<file path="src/rtl/tc_pl_cap_seq_if.sv">
// tc_pl_cap_seq_if: control/handshake bundle for the capture sequencer.
// master = run controller and gain/data agents; slave = the sequencer.
interface tc_pl_cap_seq_if #(
   parameter int GIDX_W = 2,
   parameter int DEL_W  = 32,
   parameter int TIME_W = 32
);
   // run control
   logic              cap_trig;
   logic              cap_abort;
   logic              cap_loop;
   logic [GIDX_W:0]   gain_number;
   logic [DEL_W-1:0]  gain_del;
   // completion returns from the gain and data agents
   logic              gain_cmpt;
   logic              data_cmpt;
   // status
   logic              cap_cing;
   logic              cap_cmpt;
   logic              cap_err;
   logic [TIME_W-1:0] cap_time;
   logic [15:0]       cap_pass;
   // stage requests
   logic [GIDX_W-1:0] gain_value;
   logic              gain_en;
   logic              data_en;

   modport master (
      output cap_trig, cap_abort, cap_loop, gain_number, gain_del, gain_cmpt, data_cmpt,
      input  cap_cing, cap_cmpt, cap_err, cap_time, cap_pass, gain_value, gain_en, data_en
   );

   modport slave (
      input  cap_trig, cap_abort, cap_loop, gain_number, gain_del, gain_cmpt, data_cmpt,
      output cap_cing, cap_cmpt, cap_err, cap_time, cap_pass, gain_value, gain_en, data_en
   );
endinterface

</file>
<file path="src/rtl/tc_pl_cap_seq.sv">
// tc_pl_cap_seq: multi-stage gain/capture sequencer.
// Each stage: request gain setting, wait for its completion, settle for
// gain_del cycles, request data capture, wait for its completion. Runs the
// latched number of stages, optionally repeating passes while cap_loop holds.
// Optional build macro CAP_SEQ_TIMEOUT_EN adds a TO_CYC-cycle handshake
// timeout in GAIN and DATA; without it those states wait indefinitely.
module tc_pl_cap_seq #(
   parameter int GAIN_N = 4,
   parameter int GIDX_W = 2,
   parameter int DEL_W  = 32,
   parameter int TIME_W = 32,
   parameter int TO_CYC = 65535
) (
   input  logic             clk125,
   input  logic             rst,
   tc_pl_cap_seq_if.slave   bus
);

   // reject configurations the stage index cannot represent
   localparam bit CFG_OK = (GAIN_N >= 1) && (GAIN_N <= 8) &&
                           ((1 << GIDX_W) >= GAIN_N) && (TO_CYC >= 1);
   if (!CFG_OK) begin : g_cfg_chk
      $error("tc_pl_cap_seq: invalid GAIN_N/GIDX_W/TO_CYC");
   end

   localparam logic [GIDX_W:0] GN = (GIDX_W+1)'(GAIN_N);

   typedef enum logic [2:0] {IDLE, GAIN, SETTLE, DATA, NEXT, DONE} state_t;

   state_t            state;
   logic [GIDX_W:0]   num_q;
   logic              loop_q;
   logic [DEL_W-1:0]  del_q;
   logic [DEL_W-1:0]  settle_cnt;
   logic [GIDX_W:0]   num_clamp;
   logic [GIDX_W:0]   gv_inc;

   // stage count requested at trigger, limited to the supported stages
   always_comb begin
      num_clamp = bus.gain_number;
      if (bus.gain_number > GN) num_clamp = GN;
   end

   assign gv_inc = {1'b0, bus.gain_value} + (GIDX_W+1)'(1);

`ifdef CAP_SEQ_TIMEOUT_EN
   localparam int WC_W = $clog2(TO_CYC + 1);
   logic [WC_W-1:0] wait_cnt;
   logic            wait_hit;

   assign wait_hit = (wait_cnt == WC_W'(TO_CYC - 1));

   // cycles spent waiting in GAIN/DATA; zero whenever the state is (re)entered
   always_ff @(posedge clk125 or negedge rst) begin
      if (!rst)
         wait_cnt <= '0;
      else if ((state == GAIN && !bus.gain_cmpt) || (state == DATA && !bus.data_cmpt))
         wait_cnt <= wait_cnt + WC_W'(1);
      else
         wait_cnt <= '0;
   end
`endif

   // sequencer FSM with registered status and request pulses
   always_ff @(posedge clk125 or negedge rst) begin
      if (!rst) begin
         state          <= IDLE;
         num_q          <= '0;
         loop_q         <= 1'b0;
         del_q          <= '0;
         settle_cnt     <= '0;
         bus.cap_cing   <= 1'b0;
         bus.cap_cmpt   <= 1'b0;
         bus.cap_err    <= 1'b0;
         bus.cap_time   <= '0;
         bus.cap_pass   <= '0;
         bus.gain_value <= '0;
         bus.gain_en    <= 1'b0;
         bus.data_en    <= 1'b0;
      end else begin
         bus.gain_en  <= 1'b0;
         bus.data_en  <= 1'b0;
         bus.cap_cmpt <= 1'b0;
         if (bus.cap_cing && bus.cap_time != '1)
            bus.cap_time <= bus.cap_time + TIME_W'(1);

         // abort wins over any completion input; DONE itself always finishes
         if (state != IDLE && state != DONE && bus.cap_abort) begin
            state        <= DONE;
            bus.cap_err  <= 1'b1;
            bus.cap_cmpt <= 1'b1;
         end else begin
            case (state)
               IDLE: begin
                  if (bus.cap_trig && !bus.cap_abort) begin
                     num_q          <= num_clamp;
                     loop_q         <= bus.cap_loop;
                     del_q          <= bus.gain_del;
                     bus.cap_err    <= 1'b0;
                     bus.cap_time   <= '0;
                     bus.cap_pass   <= '0;
                     bus.gain_value <= '0;
                     bus.cap_cing   <= 1'b1;
                     if (num_clamp == '0) begin
                        state        <= DONE;
                        bus.cap_err  <= 1'b1;
                        bus.cap_cmpt <= 1'b1;
                     end else begin
                        state       <= GAIN;
                        bus.gain_en <= 1'b1;
                     end
                  end
               end
               GAIN: begin
                  if (bus.gain_cmpt) begin
                     if (del_q == '0) begin
                        state       <= DATA;
                        bus.data_en <= 1'b1;
                     end else begin
                        state      <= SETTLE;
                        settle_cnt <= del_q - DEL_W'(1);
                     end
                  end
`ifdef CAP_SEQ_TIMEOUT_EN
                  else if (wait_hit) begin
                     state        <= DONE;
                     bus.cap_err  <= 1'b1;
                     bus.cap_cmpt <= 1'b1;
                  end
`endif
               end
               SETTLE: begin
                  if (settle_cnt == '0) begin
                     state       <= DATA;
                     bus.data_en <= 1'b1;
                  end else begin
                     settle_cnt <= settle_cnt - DEL_W'(1);
                  end
               end
               DATA: begin
                  if (bus.data_cmpt)
                     state <= NEXT;
`ifdef CAP_SEQ_TIMEOUT_EN
                  else if (wait_hit) begin
                     state        <= DONE;
                     bus.cap_err  <= 1'b1;
                     bus.cap_cmpt <= 1'b1;
                  end
`endif
               end
               NEXT: begin
                  if (gv_inc < num_q) begin
                     bus.gain_value <= bus.gain_value + GIDX_W'(1);
                     state          <= GAIN;
                     bus.gain_en    <= 1'b1;
                  end else if (loop_q && bus.cap_loop) begin
                     bus.cap_pass   <= bus.cap_pass + 16'd1;
                     bus.gain_value <= '0;
                     state          <= GAIN;
                     bus.gain_en    <= 1'b1;
                  end else begin
                     state        <= DONE;
                     bus.cap_cmpt <= 1'b1;
                  end
               end
               DONE: begin
                  state        <= IDLE;
                  bus.cap_cing <= 1'b0;
               end
               default: state <= IDLE;
            endcase
         end
      end
   end

endmodule
</file>
<file path="src/flat_wrapper.sv">
// flat-port wrapper written by rule: the top's interface ports become plain ports
module tc_pl_cap_seq_flat 
#(
   parameter int GAIN_N = 4,
   parameter int GIDX_W = 2,
   parameter int DEL_W  = 32,
   parameter int TIME_W = 32,
   parameter int TO_CYC = 65535
)
  (clk125, rst, bus_cap_trig, bus_cap_abort, bus_cap_loop, bus_gain_number, bus_gain_del, bus_gain_cmpt, bus_data_cmpt, bus_cap_cing, bus_cap_cmpt, bus_cap_err, bus_cap_time, bus_cap_pass, bus_gain_value, bus_gain_en, bus_data_en);
  tc_pl_cap_seq_if #(.GIDX_W(GIDX_W), .DEL_W(DEL_W), .TIME_W(TIME_W)) bus_i ();
  input  logic clk125;
  input  logic rst;
  input wire logic [$bits(bus_i.cap_trig)-1:0] bus_cap_trig;
  input wire logic [$bits(bus_i.cap_abort)-1:0] bus_cap_abort;
  input wire logic [$bits(bus_i.cap_loop)-1:0] bus_cap_loop;
  input wire logic [$bits(bus_i.gain_number)-1:0] bus_gain_number;
  input wire logic [$bits(bus_i.gain_del)-1:0] bus_gain_del;
  input wire logic [$bits(bus_i.gain_cmpt)-1:0] bus_gain_cmpt;
  input wire logic [$bits(bus_i.data_cmpt)-1:0] bus_data_cmpt;
  output wire logic [$bits(bus_i.cap_cing)-1:0] bus_cap_cing;
  output wire logic [$bits(bus_i.cap_cmpt)-1:0] bus_cap_cmpt;
  output wire logic [$bits(bus_i.cap_err)-1:0] bus_cap_err;
  output wire logic [$bits(bus_i.cap_time)-1:0] bus_cap_time;
  output wire logic [$bits(bus_i.cap_pass)-1:0] bus_cap_pass;
  output wire logic [$bits(bus_i.gain_value)-1:0] bus_gain_value;
  output wire logic [$bits(bus_i.gain_en)-1:0] bus_gain_en;
  output wire logic [$bits(bus_i.data_en)-1:0] bus_data_en;
  assign bus_i.cap_trig = bus_cap_trig;
  assign bus_i.cap_abort = bus_cap_abort;
  assign bus_i.cap_loop = bus_cap_loop;
  assign bus_i.gain_number = bus_gain_number;
  assign bus_i.gain_del = bus_gain_del;
  assign bus_i.gain_cmpt = bus_gain_cmpt;
  assign bus_i.data_cmpt = bus_data_cmpt;
  assign bus_cap_cing = bus_i.cap_cing;
  assign bus_cap_cmpt = bus_i.cap_cmpt;
  assign bus_cap_err = bus_i.cap_err;
  assign bus_cap_time = bus_i.cap_time;
  assign bus_cap_pass = bus_i.cap_pass;
  assign bus_gain_value = bus_i.gain_value;
  assign bus_gain_en = bus_i.gain_en;
  assign bus_data_en = bus_i.data_en;
  tc_pl_cap_seq #(.GAIN_N(GAIN_N), .GIDX_W(GIDX_W), .DEL_W(DEL_W), .TIME_W(TIME_W), .TO_CYC(TO_CYC)) u_core (.clk125(clk125), .rst(rst), .bus(bus_i));
endmodule
</file>
<file path="config.mk">
export PLATFORM = sky130hd
export DESIGN_NAME = tc_pl_cap_seq_flat
export DESIGN_NICKNAME = d
export VERILOG_FILES = /design/src/rtl/tc_pl_cap_seq_if.sv /design/src/rtl/tc_pl_cap_seq.sv /design/src/flat_wrapper.sv
export SDC_FILE = /design/constraint.sdc
export NUM_CORES = 1
export LEC_CHECK = 0
export ABC_AREA = 1
export CELL_PAD_IN_SITES_DETAIL_PLACEMENT = 0
export CELL_PAD_IN_SITES_GLOBAL_PLACEMENT = 2
export CORE_MARGIN = 1
export CORE_UTILIZATION = 28
export CTS_CLUSTER_DIAMETER = 200
export DETAILED_ROUTE_END_ITERATION = 10
export GPL_TIMING_DRIVEN = 0
export PLACE_DENSITY = 0.84
export SLEW_MARGIN = 20
export SYNTH_ARGS = -nofsm -noshare
export SYNTH_HDL_FRONTEND = slang
export SYNTH_SLANG_ARGS = --single-unit
</file>
<file path="constraint.sdc">
create_clock -name clk125 -period 2.15 [get_ports clk125]
set_clock_uncertainty 0.2 [all_clocks]
set_input_delay 0.215 -clock clk125 [delete_from_list [all_inputs] [get_ports clk125]]
set_output_delay 0.215 -clock clk125 [all_outputs]
set_load 0.01 [all_outputs]
</file>
==> results of run 1 <==
==> flip-flops by register name, indices dropped and copies added, names as in the netlist <==
register and flops:
u_core.bus.cap_cing 1, u_core.bus.data_en 1, u_core.bus.cap_cmpt 1, u_core.bus.cap_time 32
u_core.bus.cap_err 1, u_core.bus.cap_pass 16, u_core.bus.gain_en 1, u_core.state 3
u_core.del_q 32, u_core.num_q 3, u_core.settle_cnt 32, u_core.bus.gain_value 2
u_core.loop_q 1
==> worst max-delay path: stages, from the launching register on <==
cell and delay [ns]:
dfrtp_2 0.44, inv_4 0.06, nor2_4 0.14, buf_6 0.13, buf_12 0.13, nand3_2 0.07
nand2_2 0.11, nand2_2 0.08, nor2_4 0.22, nand2_4 0.14, nor2_4 0.18, nand3b_1 0.09
nand3_1 0.09, nand2_1 0.05
==> power by group <==
group          switching, mW  internal (mW)
clock                   1.12           1.96
sequential             0.606           3.26
combinational           5.10           3.09
==> cells in the mapped netlist (all sizes together) (5+ instances only) <==
library cell / n / area, um^2
ha: 5 / 62.6
nand3b: 6 / 45.0
nor2: 140 / 637
o21ai: 92 / 460
nand2: 384 / 1490
xor2: 11 / 96.3
nand3: 104 / 556
nor3: 33 / 170
dfrtp: 126 / 3150
clkbuf: 14 / 53.8
inv: 160 / 601
nand4: 21 / 131
a21oi: 30 / 154
buf: 18 / 140
==> per-stage QoR <==
step                      setup slack (ns)  hold slack, ns  instances  utilization [%]
after floorplan                     0.0220          -0.281       1167                -
after global placement               -4.95           0.255       1641             33.7
final                              -0.0809          0.0571       1722             40.3
after CTS                          -0.0443          0.0548       1689             37.5
after global routing                -0.198          0.0802       1722             40.3
after detailed placement            -0.650         -0.0872       1642             33.8
==> worst max path at each step <==
stage                              from                 endpoint  slack (ns)  cells past startpoint
3_5_place_dp              bus_cap_abort  u_core.bus.cap_time[26]       -0.65                      8
3_3_place_gp                        rst    u_core.settle_cnt[22]       -4.95                      1
6_report                u_core.state[1]    u_core.settle_cnt[18]       -0.08                     13
4_1_cts                 u_core.state[2]    u_core.settle_cnt[29]       -0.04                     12
5_1_grt                 u_core.state[1]    u_core.settle_cnt[26]       -0.20                     13
2_1_floorplan  u_core.bus.gain_value[0]  u_core.bus.cap_pass[10]        0.02                     11
==> metal layers <==
metal / vias to the layer above / routed length [um] / GRT usage, %
li1: 4031 / - / -
met2: 160 / 13400 / 32.9
met5: - / 0 / 0
met4: 0 / 488 / 6.15
met3: 32 / 892 / 2.67
met1: 3770 / 12000 / 23.7
==> final cells by class <==
cell class | instances | area, um^2
plain buffers | 31 | 260
clock buffers | 20 | 447
clock inverters | 11 | 166
fillers | 2930 | 16600
inverters | 161 | 617
multi-input cells | 848 | 4600
flip-flops and latches | 126 | 3160
well taps | 378 | 473
repair buffers | 147 | 1480
==> repair_timing <==
action / 4_1_cts / 5_1_grt
cloned: 0 / 5
endpoints found under the hold margin: 126 / 0
pin swaps: 11 / 56
buffers inserted: 16 / 28
hold buffers: 1 / 0
setup endpoints to repair: 114 / 97
gates resized for setup: 88 / 129
==> cell families after synthesis <==
kind of cell | Yosys count | share of synthesized area (%)
xor+xnor | 13 | 1.44
simple gates | 694 | 38.8
fa+ha+maj | 5 | 0.790
buf+inv | 193 | 10.1
compound gates | 136 | 9.09
flops | 126 | 39.8
==> results.toml, run 1 <==
[floorplan]
die-area_um2 = 28900
die_y_um = 170
rows = 61
coreArea_um2 = 27800
io_pins = 97
die_w_um = 170
start_util_pct = 28.5

[sta]
slew_violations = 0
max_freq_mhz = 448
finalSetupTns_ns = -0.653
final_hold_viol_count = 0
fin_crit_sh_pct = 104
tightest_slew_ns = 0.571
slew_headroom_pct = 61.9
setup_violations = 22
period_minus_slack_ns = 2.23
fin_ws_ns = -0.0809
grt_setup_unrepaired = "yes"

[global_route]
antenna_found_initial = 0
grt_pass1_wl_um = 41700
grt_max_degree = 90
grt_pass1_vias = 7781
grt_use_total_pct = 18.8
grt.overflow.total = 0

[hold_path]
hold_path_class = "input port to async pin"

[clocking]
clk_pin_slew_ns = 0.06
cts_tree = "yes"
htree_levels = 4
cts_sinks = 126
cts_buffers = 17
cts_buffer_depth = 2
worstSkewPairLatency_ns = 0.42
cts-root-buf = "clkbuf_16"

[drt]
via_per_inst = 4.64
postRouteAntennaNets = 0
avgRoutedWirePerCell_um = 15.6
drtIter0Drc = 508
vias = 7993
routed_wl_um = 26800
drt_drc_violations_left = 0
drt_first_pass_iters = 5

[yosys]
synth_nets = 1214
syn-cell-area_um2 = 7920
synth_flop_cell = "dfrtp_1"
synth_edf_count = 0
synth.distinct_cells = 45
syn_inst = 1167
postSynth.asyncResetShare_pct = 100
synth.avg_cell_area_um2 = 6.78
ys_warn_count = 0
synth_seq_cells = 126
ys_seq_area_share_pct = 39.8

[worst_setup_path]
rr_endpoint = "u_core.settle_cnt[18]"
cp_max_fo = 7
worstSetupEndpointType = "flop"
r2r_slack_ns = -0.08
crit_arrival_ns = 2.35
worstRegToRegCells = 13
cp-start-kind = "flop"
path_class = "flop to flop"
critPathRequiredTime_ns = 2.27
r2r_start = "u_core.state[1]"

[power_and_ir_drop]
fin_total_pwr_mw = 15.1
vdd_drop_max_mv = 0.655
p_per_area_nw_per_um2 = 1350
power_leakage_nw = 5.12

[cells_and_area]
drive_above_1_share_pct = 21.1
final_cell_mix = "318 x nand2_1, 149 x inv_1, 118 x dfrtp_1"
fin_area_um2 = 11200
n_antenna_cell = 0
nNetsFinal = 1379
syn2layout_area_growth_pct = 41.5
final_common_cell = "nand2_1"

[outcome]
status = "finished, violations left"
violations = "setup timing"

[place]
portBuffers = 96
placed_cell_area_um2 = 9390
finalWeightedCongestion = 0.848
place_hpwl_um = 19700

[flow_run]
drv_cap = 0
(Power assumes the default switching activity.)
==> run 2: changes to the inputs <==
--- a/config.mk
+++ b/config.mk
@@ -6,10 +6,10 @@
 export NUM_CORES = 1
 export LEC_CHECK = 0
 export ABC_AREA = 1
-export CELL_PAD_IN_SITES_DETAIL_PLACEMENT = 0
-export CELL_PAD_IN_SITES_GLOBAL_PLACEMENT = 2
+export CELL_PAD_IN_SITES_DETAIL_PLACEMENT = 1
+export CELL_PAD_IN_SITES_GLOBAL_PLACEMENT = 1
 export CORE_MARGIN = 1
-export CORE_UTILIZATION = 28
+export CORE_UTILIZATION = 36
 export CTS_CLUSTER_DIAMETER = 200
 export DETAILED_ROUTE_END_ITERATION = 10
 export GPL_TIMING_DRIVEN = 0
==> run 2 against run 1 <==
Maximum frequency is 11% lower; non-clock buffer count is 41 higher; wire length is 52% higher; the flow still finishes with violations (setup timing); global-route usage is 9.5 points higher; critical path type unchanged; setup slack worse by 0.27 ns.
==> results.toml, run 2 (synthesized netlist as in run 1, its figures left out) <==
[outcome]
status = "finished, violations left"
violations = "setup timing"

[drt]
drt_first_pass_iters = 7
routed_wl_um = 40800
vias = 9911
avgRoutedWirePerCell_um = 24.5
drtIter0Drc = 797
drt_drc_violations_left = 0
postRouteAntennaNets = 0
via_per_inst = 5.96

[cells_and_area]
final_cell_mix = "289 x nand2_1, 142 x inv_1, 110 x dfrtp_1"
n_fill_cell = 2543
nNetsFinal = 1421
fin_area_um2 = 11900
drive_above_1_share_pct = 29.1
final_common_cell = "nand2_1"
n_antenna_cell = 0
largestRegisters = "u_core.bus.cap_time x32, u_core.del_q x32, u_core.settle_cnt x32"
syn2layout_area_growth_pct = 50.4

[place]
portBuffers = 96
place_hpwl_um = 20400
placed_cell_area_um2 = 9260
place_ws_ns = -0.676
finalWeightedCongestion = 0.893

[sta]
final_hold_viol_count = 0
slew_headroom_pct = 57.4
period_minus_slack_ns = 2.50
slew_violations = 0
tightest_slew_ns = 0.635
holdWs_ns = 0.0300
grt_setup_unrepaired = "yes"
setup_violations = 66
fin_ws_ns = -0.353
fin_crit_sh_pct = 116
max_freq_mhz = 400

[worst_setup_path]
cp_common_cell = "nand3_1"
cp-start-kind = "flop"
cp_max_fo = 10
worstSetupEndpointType = "flop"
crit_arrival_ns = 2.64
path_cells = "clkinv_4 > buf_12 > buf_12 > nand3_1 > nand2_2 > buf_4 > nand2_4 > nor2_4 > nand2_1 > nor2_2 > nand3_1 > nand3_1 > nand2_1"
cpMaxStageDelayCell = "dfrtp_2"
path_class = "flop to flop"
crit_family = "simple AND/OR/NAND/NOR gates"
critPathRequiredTime_ns = 2.28
crit_buf_inv = 4
cpPeakStageDelay_ns = 0.47

[power_and_ir_drop]
p_per_area_nw_per_um2 = 1530
power_leakage_nw = 5.45
fin_total_pwr_mw = 18.3
vdd_drop_max_mv = 0.722

[global_route]
grt_use_total_pct = 28.3
grt.overflow.total = 0
grt_max_degree = 90
grt_pass1_wl_um = 48900
grt_pass1_vias = 9416
antenna_found_initial = 0

[flow_run]
drv_cap = 0

[floorplan]
io_pins = 97
die_y_um = 150
start_util_pct = 37.2
die-area_um2 = 22600
coreArea_um2 = 21300
die_w_um = 150
rows = 53

[clocking]
cts_tree = "yes"
worstSkewPairLatency_ns = 0.46
htree_levels = 4
cts_buffer_depth = 2
cts_sinks = 126
cts-root-buf = "clkbuf_16"
cts_buffers = 17
clk_pin_slew_ns = 0.06

[hold_path]
hold_path_class = "input port to async pin"
run 2: cell types whose count changed in the layout (fill, tap and decap cells not counted), moves of 8 or more:
cell     change
buf_4       +39
nand2_1     -29
nand2_2     +15
nand3_1     -15
nand2_4     +13
o21ai_0     -13
nand3_2     +11
nor2_4      +11
dfrtp_1      -8
dfrtp_2      +8
o21ai_1      +8
run 2: path summary, 6_finish.rpt:
kind / start / slack [ns] / endpoint / cells past startpoint
worst max-delay path: u_core.state[0] / -0.35 / u_core.settle_cnt[28] / 13
worst max register to register: u_core.state[0] / -0.35 / u_core.settle_cnt[28] / 13
min in group clk125: bus_gain_del[26] / 0.14 / u_core.del_q[26] / 3
worst min-delay path: rst / 0.03 / u_core.bus.cap_time[18] / 2
worst min register to register: u_core.settle_cnt[24] / 0.28 / u_core.settle_cnt[24] / 2
max in group asynchronous: rst / 0.88 / u_core.bus.cap_time[2] / 3
run 2: cell type report:
cell class | count | area, um^2 | area share, %
clock buffer | 21 | 470 | 3.95
sequential | 126 | 3170 | 26.6
timing repair buffer | 188 | 1790 | 15.0
inverter | 161 | 632 | 5.31
tap | 275 | 344 | 2.89
buffer | 31 | 322 | 2.70
clock inverter | 11 | 186 | 1.57
multi-input combinational | 849 | 4990 | 41.9
run 2: routing by layer:
layer	share of wire [%]	track usage, %	up-vias
met2	51	51.0	630
met4	7.2	13.5	0
met1	35	32.2	4893
met3	7.0	4.70	255
met5	0	0	-
li1	-	-	4133
run 2: timing repair:
item,4_1_cts,5_1_grt
hold buffers,1,0
endpoints found under the hold margin,126,0
setup buffers,29,56
cloned,4,3
gates resized for setup,158,204
pin swaps,39,79
endpoints found under the setup margin,116,94
run 2: report_power, final:
part | leakage [nW] | internal, mW | switching (mW)
Combinational | 3.54 | 3.93 | 6.91
Clock | 0.323 | 2.14 | 1.24
Sequential | 1.59 | 3.27 | 0.765
Total | 5.45 | 9.34 | 8.92
run 2: worst reg2reg max path, cell delays in order, from the launching register on:
cell and delay, ns:
dfrtp_2 0.47, clkinv_4 0.12, buf_12 0.17, buf_12 0.18, nand3_1 0.10, nand2_2 0.14, buf_4 0.15, nand2_4 0.08
nor2_4 0.13, nand2_1 0.10, nor2_2 0.16, nand3_1 0.13, nand3_1 0.15, nand2_1 0.09
run 2: through the flow:
stage          utilization [%]  setup TNS, ns  std cells
6_report                  55.9          -8.07       1662
5_1_grt                   55.9         -13.05       1662
4_1_cts                   50.4         -0.536       1604
3_5_place_dp              43.5         -43.03       1539
3_3_place_gp              43.3        -607.38       1538
2_1_floorplan                -              0       1167
